<file path="config.mk">
export PLATFORM = sky130hd
export DESIGN_NAME = uart_tx_arbiter
export DESIGN_NICKNAME = d
export VERILOG_FILES = /design/src/rtl/uart_pkg.sv /design/src/rtl/uart_rr_pick.sv /design/src/rtl/uart_tx_arbiter.sv
export SDC_FILE = /design/constraint.sdc
export NUM_CORES = 1
export LEC_CHECK = 0
export ABC_AREA = 0
export BUFFER_PORTS_ARGS = -buffer_cell sky130_fd_sc_hd__buf_2
export CELL_PAD_IN_SITES_DETAIL_PLACEMENT = 0
export CELL_PAD_IN_SITES_GLOBAL_PLACEMENT = 1
export CORE_MARGIN = 3
export CORE_UTILIZATION = 25
export CTS_CLUSTER_DIAMETER = 50
export CTS_CLUSTER_SIZE = 30
export DETAILED_ROUTE_END_ITERATION = 12
export GPL_TIMING_DRIVEN = 0
export PLACE_DENSITY = 0.59
export SYNTH_ARGS = -nofsm -noshare
export SYNTH_HDL_FRONTEND = slang
export SYNTH_HIERARCHICAL = 1
export SYNTH_SLANG_ARGS = --single-unit
</file>
<file path="constraint.sdc">
create_clock -name clk_i -period 2.6 [get_ports clk_i]
set_clock_uncertainty 0.15 [all_clocks]
set_input_delay 0.13 -clock clk_i [delete_from_list [all_inputs] [get_ports clk_i]]
set_output_delay 0.13 -clock clk_i [all_outputs]
set_load 0.02 [all_outputs]
</file>
<file path="src/rtl/uart_pkg.sv">
// ============================================================================
// Module   : uart_pkg
// Purpose  : Shared types and constants for the UART TX arbitration path.
// Revision : 1.0 - initial release
// ============================================================================
`default_nettype none

package uart_pkg;

    localparam int UART_DW = 8;

    typedef enum logic [1:0] {
        IDLE   = 2'd0,
        SEND   = 2'd1,
        LAUNCH = 2'd2,
        WAIT   = 2'd3
    } uart_arb_state_t;

endpackage

`default_nettype wire

</file>
<file path="src/rtl/uart_rr_pick.sv">
// ============================================================================
// Module   : uart_rr_pick
// Purpose  : Combinational round-robin picker (double-width masked encoder).
// Revision : 1.0 - initial release
// ============================================================================
`default_nettype none

module uart_rr_pick #(
    parameter int NUM_REQ = 2,
    parameter int IDX_W   = 1
) (
    input  logic [NUM_REQ-1:0] i_valid,
    input  logic [IDX_W-1:0]   i_last_grant,
    output logic [NUM_REQ-1:0] o_winner,
    output logic               o_any_valid
);

    logic [2*NUM_REQ-1:0] w_dbl;
    logic [2*NUM_REQ-1:0] w_mask;
    logic [2*NUM_REQ-1:0] w_masked;
    logic [2*NUM_REQ-1:0] w_pick;
    logic [IDX_W:0]       w_shamt;

    // One extra bit keeps last_grant+1 from wrapping when NUM_REQ is a power of two.
    assign w_shamt  = {1'b0, i_last_grant} + (IDX_W+1)'(1);
    assign w_dbl    = {i_valid, i_valid};
    assign w_mask   = {(2*NUM_REQ){1'b1}} << w_shamt;
    assign w_masked = w_dbl & w_mask;
    assign w_pick   = w_masked & (~w_masked + (2*NUM_REQ)'(1));

    generate
        for (genvar j = 0; j < NUM_REQ; j++) begin : g_fold
            assign o_winner[j] = w_pick[j] | w_pick[j+NUM_REQ];
        end
    endgenerate

    assign o_any_valid = |i_valid;

endmodule

`default_nettype wire

</file>
<file path="src/rtl/uart_tx_arbiter.sv">
// ============================================================================
// Module   : uart_tx_arbiter
// Purpose  : Round-robin packet scheduler sharing one uart_tx among requesters.
// Revision : 1.0 - initial release
// ============================================================================
`default_nettype none

module uart_tx_arbiter
    import uart_pkg::*;
#(
    parameter int NUM_REQ      = 2,
    parameter int MAX_BURST    = 16,
    parameter int IDLE_TIMEOUT = 64
) (
    input  logic                       clk_i,
    input  logic                       resetn_i,
    input  logic [NUM_REQ-1:0]         req_valid_i,
    input  logic [NUM_REQ*UART_DW-1:0] req_data_i,
    input  logic [NUM_REQ-1:0]         req_last_i,
    output logic [NUM_REQ-1:0]         req_ready_o,
    output logic [NUM_REQ-1:0]         grant_o,
    output logic                       tx_trigger_o,
    output logic [UART_DW-1:0]         tx_data_o,
    input  logic                       tx_busy_i,
    input  logic                       tx_done_i
);

    localparam int c_idx_w   = (NUM_REQ > 1) ? $clog2(NUM_REQ) : 1;
    localparam int c_burst_w = $clog2(MAX_BURST + 1);
    localparam int c_idle_w  = $clog2(IDLE_TIMEOUT + 1);

    uart_arb_state_t        r_state;
    logic [NUM_REQ-1:0]     r_grant;
    logic [c_idx_w-1:0]     r_last_grant;
    logic [c_burst_w-1:0]   r_burst_cnt;
    logic [c_idle_w-1:0]    r_idle_cnt;
    logic                   r_last_seen;
    logic                   r_tx_trigger;
    logic [UART_DW-1:0]     r_tx_data;

    logic [NUM_REQ-1:0]     w_winner;
    logic                   w_any_valid;
    logic [c_idx_w-1:0]     w_grant_idx;
    logic [UART_DW-1:0]     w_owner_data;
    logic                   w_owner_last;
    logic                   w_owner_valid;
    logic                   w_accept;
    logic [c_idle_w-1:0]    w_idle_inc;

    uart_rr_pick #(
        .NUM_REQ (NUM_REQ),
        .IDX_W   (c_idx_w)
    ) u_pick (
        .i_valid      (req_valid_i),
        .i_last_grant (r_last_grant),
        .o_winner     (w_winner),
        .o_any_valid  (w_any_valid)
    );

    always_comb begin
        w_grant_idx  = '0;
        w_owner_data = '0;
        w_owner_last = 1'b0;
        for (int j = 0; j < NUM_REQ; j++) begin
            if (r_grant[j]) begin
                w_grant_idx  = c_idx_w'(j);
                w_owner_data = req_data_i[j*UART_DW +: UART_DW];
                w_owner_last = req_last_i[j];
            end
        end
    end

    // Ready depends only on state, grant and busy so no valid->ready loop exists.
    assign req_ready_o   = (r_state == SEND && !tx_busy_i) ? r_grant : '0;
    assign w_owner_valid = |(req_valid_i & r_grant);
    assign w_accept      = |(req_valid_i & req_ready_o);
    assign w_idle_inc    = (r_idle_cnt == c_idle_w'(IDLE_TIMEOUT)) ? r_idle_cnt
                                                                  : r_idle_cnt + c_idle_w'(1);

    always_ff @(posedge clk_i) begin
        if (!resetn_i) begin
            r_state      <= IDLE;
            r_grant      <= '0;
            r_last_grant <= c_idx_w'(NUM_REQ - 1);
            r_burst_cnt  <= '0;
            r_idle_cnt   <= '0;
            r_last_seen  <= 1'b0;
            r_tx_trigger <= 1'b0;
            r_tx_data    <= '0;
        end else begin
            r_tx_trigger <= 1'b0;
            case (r_state)
                IDLE: begin
                    if (w_any_valid) begin
                        r_grant     <= w_winner;
                        r_burst_cnt <= '0;
                        r_idle_cnt  <= '0;
                        r_state     <= SEND;
                    end
                end
                SEND: begin
                    if (w_accept) begin
                        r_tx_data    <= w_owner_data;
                        r_burst_cnt  <= r_burst_cnt + c_burst_w'(1);
                        r_last_seen  <= w_owner_last;
                        r_idle_cnt   <= '0;
                        r_tx_trigger <= 1'b1;
                        r_state      <= LAUNCH;
                    end else if (!w_owner_valid) begin
                        if (w_idle_inc == c_idle_w'(IDLE_TIMEOUT)) begin
                            r_last_grant <= w_grant_idx;
                            r_grant      <= '0;
                            r_state      <= IDLE;
                        end
                        r_idle_cnt <= w_idle_inc;
                    end
                end
                LAUNCH: begin
                    r_state <= WAIT;
                end
                WAIT: begin
                    if (tx_done_i) begin
                        if (r_last_seen || r_burst_cnt == c_burst_w'(MAX_BURST)) begin
                            r_last_grant <= w_grant_idx;
                            r_grant      <= '0;
                            r_state      <= IDLE;
                        end else begin
                            r_state <= SEND;
                        end
                    end
                end
                default: begin
                    r_state <= IDLE;
                end
            endcase
        end
    end

    assign grant_o      = r_grant;
    assign tx_trigger_o = r_tx_trigger;
    assign tx_data_o    = r_tx_data;

endmodule

`default_nettype wire

</file>
==> impl_metrics.csv <==
group,metric,value,unit
synthesis,synthCells,190,
floorplan,fp.dieArea,7478,um^2
grt,antenna_found_initial,0,
synthesis,yosysSeqAreaShare,0.3338,
grt,grt.total_usage,0.1196,
synthesis,yosysWarnings,6,
sta,clock.fmax,421.4,MHz
power,swShare,0.2958,
finish,layout.nets,260,
sta,setup_tns,0,ps
synthesis,synth-main-ff-cell,"dfxtp_1",
finish,drive_gt1_frac,0.2511,
power,combinationalPowerShare,0.206,
power,sequentialPowerShare,0.508,
drt,wl_per_cell,13.91,um
drt,vias_per_cell,5.039,
power,p_int,0.6137,mW
placed_design,gp_congestion,0.7481,
clock_tree,cts_tree,"built",
job,maxCapViolations,0,
drt,first_pass_iters,4,
floorplan,pin_count,37,
critical_path,r2r_cells,7,
placed_design,hpwl,3157,um
placed_design,placed_area,1893,um^2
grt,grt_pass1_vias,1453,
clock_tree,worst_skew_pair.late_latency,280,ps
clock_tree,h-tree-depth,1,
floorplan,die_w,86.48,um
placed_design,port_buffers,36,
sta,maxSlewViolCount,0,
synthesis,synth_cell_types,51,
floorplan,rows,28,
grt,grt_max_degree,15,
floorplan,coreArea,6096,um^2
drt,wl,4257,um
critical_path,critical_path_arrival,2360,ps
critical_path,setup.worst_path.start,"r_idle_cnt[0]$_SDFFE_PN0P_",
clock_tree,cts_buffer_depth,2,
critical_path,start_kind,"register",
sta,rsz0062_at_grt,"false",
synthesis,syn_avg_cell_area,8.521,um^2
critical_path,end_kind,"register",
power,p_clk_frac,0.285,
synthesis,syn-num-nets,218,
critical_path,critPathKind,"reg -> reg",
sta,relSlewSlack,0.5761,
power,p_leak,0.8651,nW
power,finalPower,0.8715,mW
sta,worst_pin_slew,627.9,ps
run_status,status,"complete, no violations",
critical_path,r2r-end,"r_last_grant$_SDFFE_PN1P_",
power,powerDensity,443.9,nW/um^2
sta,hold_viol_final,0,
power,vdd_drop_max,183.3,uV
clock_tree,cts_buffers,3,
drt,ant_nets,0,
synthesis,async_flop_share,0,
synthesis,ys_ff_latch,27,
floorplan,die_y,86.48,um
grt,grt_pass1_wl,7196,um
worst_hold_path,min_path_type,"in -> reg",
critical_path,cp-endpoint,"r_last_grant$_SDFFE_PN1P_",
finish,synthToLayoutAreaGrowth,21.25,%
finish,final_cell_mix,"buf_2, dfxtp_1, nand2_1",
sta,post-route-min-period,2373,ps
critical_path,critPathMaxFanout,7,
sta,fin_crit_sh,0.9126,
synthesis,synth_edf_count,0,
critical_path,required,2590,ps
drt,drc,0,
critical_path,reg2reg_slack,230,ps
finish,layout_commonest_cell,"buf_2",
finish,final_area,1963,um^2
clock_tree,clock-sinks,27,
drt,dr_total_vias,1542,
synthesis,syn_area,1619,um^2
sta,setup_viol,0,
drt,first_iter_violations,62,
power,power_switching,0.2578,mW
clock_tree,cts_root_buf,"clkbuf_8",
floorplan,initial_core_util,0.2656,
clock_tree,clkTransAtPathRegs,100,ps
grt,grt.overflow.total,0,
finish,diodes,0,
critical_path,rr_startpoint,"r_idle_cnt[0]$_SDFFE_PN0P_",
==> power by group through the flow <==
stage / registers, mW / logic, mW / clock network (mW)
2_1_floorplan: 0.454 / 0.117 / 0
3_3_place_gp: 0.452 / 0.180 / 0
3_5_place_dp: 0.452 / 0.179 / 0
4_1_cts: 0.443 / 0.181 / 0.263
5_1_grt: 0.447 / 0.202 / 0.275
6_report: 0.443 / 0.180 / 0.249
==> flip-flops by register name (all words and copies together) (netlist names), named ones only <==
signal	flops
r_last_grant	1
grant_o	2
tx_trigger_o	1
r_idle_cnt	7
r_burst_cnt	5
r_last_seen	1
tx_data_o	8
r_state	1
==> routing by layer <==
layer  vias up  track usage  wire [um]
met5         -            0          0
met4         0      0.03399         51
met3         7      0.02281        232
met2        46       0.1787       1835
met1       709       0.1741       2137
li1        780            -          -
==> layout make-up <==
class                   instances  area (um^2)
repair buffers                 37        190.2
multi-input cells             143        974.7
clock buffers                   4        45.04
flip-flops and latches         27        543.0
well taps                      75        93.84
fillers                       701         4133
inverters                       8        30.03
plain buffers                  12        86.33
==> critical path, cell delays in order (launching register included) <==
cell,delay [ps]
dfxtp_2,390
inv_1,80
ha_1,330
or4bb_1,500
nor4_2,200
a2111oi_1,140
o31ai_1,300
o311ai_2,130
==> what timing repair did <==
item,CTS,global route
setup endpoints to repair,0,2
setup buffers,0,0
hold buffers,1,0
gates resized for setup,0,4
hold endpoints to repair,2,0
==> worst min-delay path by stage <==
stage / startpoint / endpoint / slack, ps / depth (start not counted)
finish: req_data_i[0] / tx_data_o[0]$_SDFFE_PN0P_ / 50 / 4
global route: req_data_i[3] / tx_data_o[3]$_SDFFE_PN0P_ / 60 / 4
CTS: tx_done_i / r_state[0]$_SDFFE_PN0P_ / 40 / 3
detailed placement: resetn_i / r_state[0]$_SDFFE_PN0P_ / 290 / 3
global placement: resetn_i / r_state[0]$_SDFFE_PN0P_ / 290 / 3
floorplan: resetn_i / r_state[0]$_SDFFE_PN0P_ / 110 / 2
==> Yosys cell counts (all sizes together), types with 3 or more instances <==
library cell | instances | share of area
o21ai | 6 | 0.019
a21boi | 5 | 0.023
nor2 | 12 | 0.028
a22oi | 11 | 0.051
nand3b | 3 | 0.014
clkbuf | 7 | 0.022
ha | 4 | 0.031
nor4b | 3 | 0.016
inv | 8 | 0.019
buf | 4 | 0.026
nand2 | 18 | 0.042
dfxtp | 27 | 0.33
or2 | 3 | 0.012
xnor2 | 4 | 0.022
nor2b | 9 | 0.035
nor3 | 6 | 0.019
and2 | 3 | 0.012
and3 | 5 | 0.021
o211a | 9 | 0.056
a21oi | 10 | 0.031
nand3 | 3 | 0.0093
==> metrics by stage <==
stage | hold WS [ps] | utilization | setup WS, ps | instances
final | 49.44 | 0.3220 | 227.1 | 306
after global routing | 59.10 | 0.3220 | 20.84 | 306
after CTS | 40.88 | 0.3196 | 28.33 | 306
after detailed placement | 285.3 | 0.3106 | 64.56 | 301
after global placement | 289.3 | 0.3106 | 73.10 | 301
after floorplan | 112.5 | - | 294.6 | 190
==> logic make-up after synthesis <==
kind of cell / count (synthesis) / share of synthesized area
AO/OA/AOI/OAI: 60 / 0.2836
XOR/XNOR: 4 / 0.02164
adder cells (fa/ha/maj): 4 / 0.03091
buffers and inverters: 20 / 0.07187
flip-flops: 27 / 0.3338
multiplexers: 1 / 0.006183
AND/OR/NAND/NOR: 74 / 0.2519
Note: power is estimated with default switching activity, not from simulation.
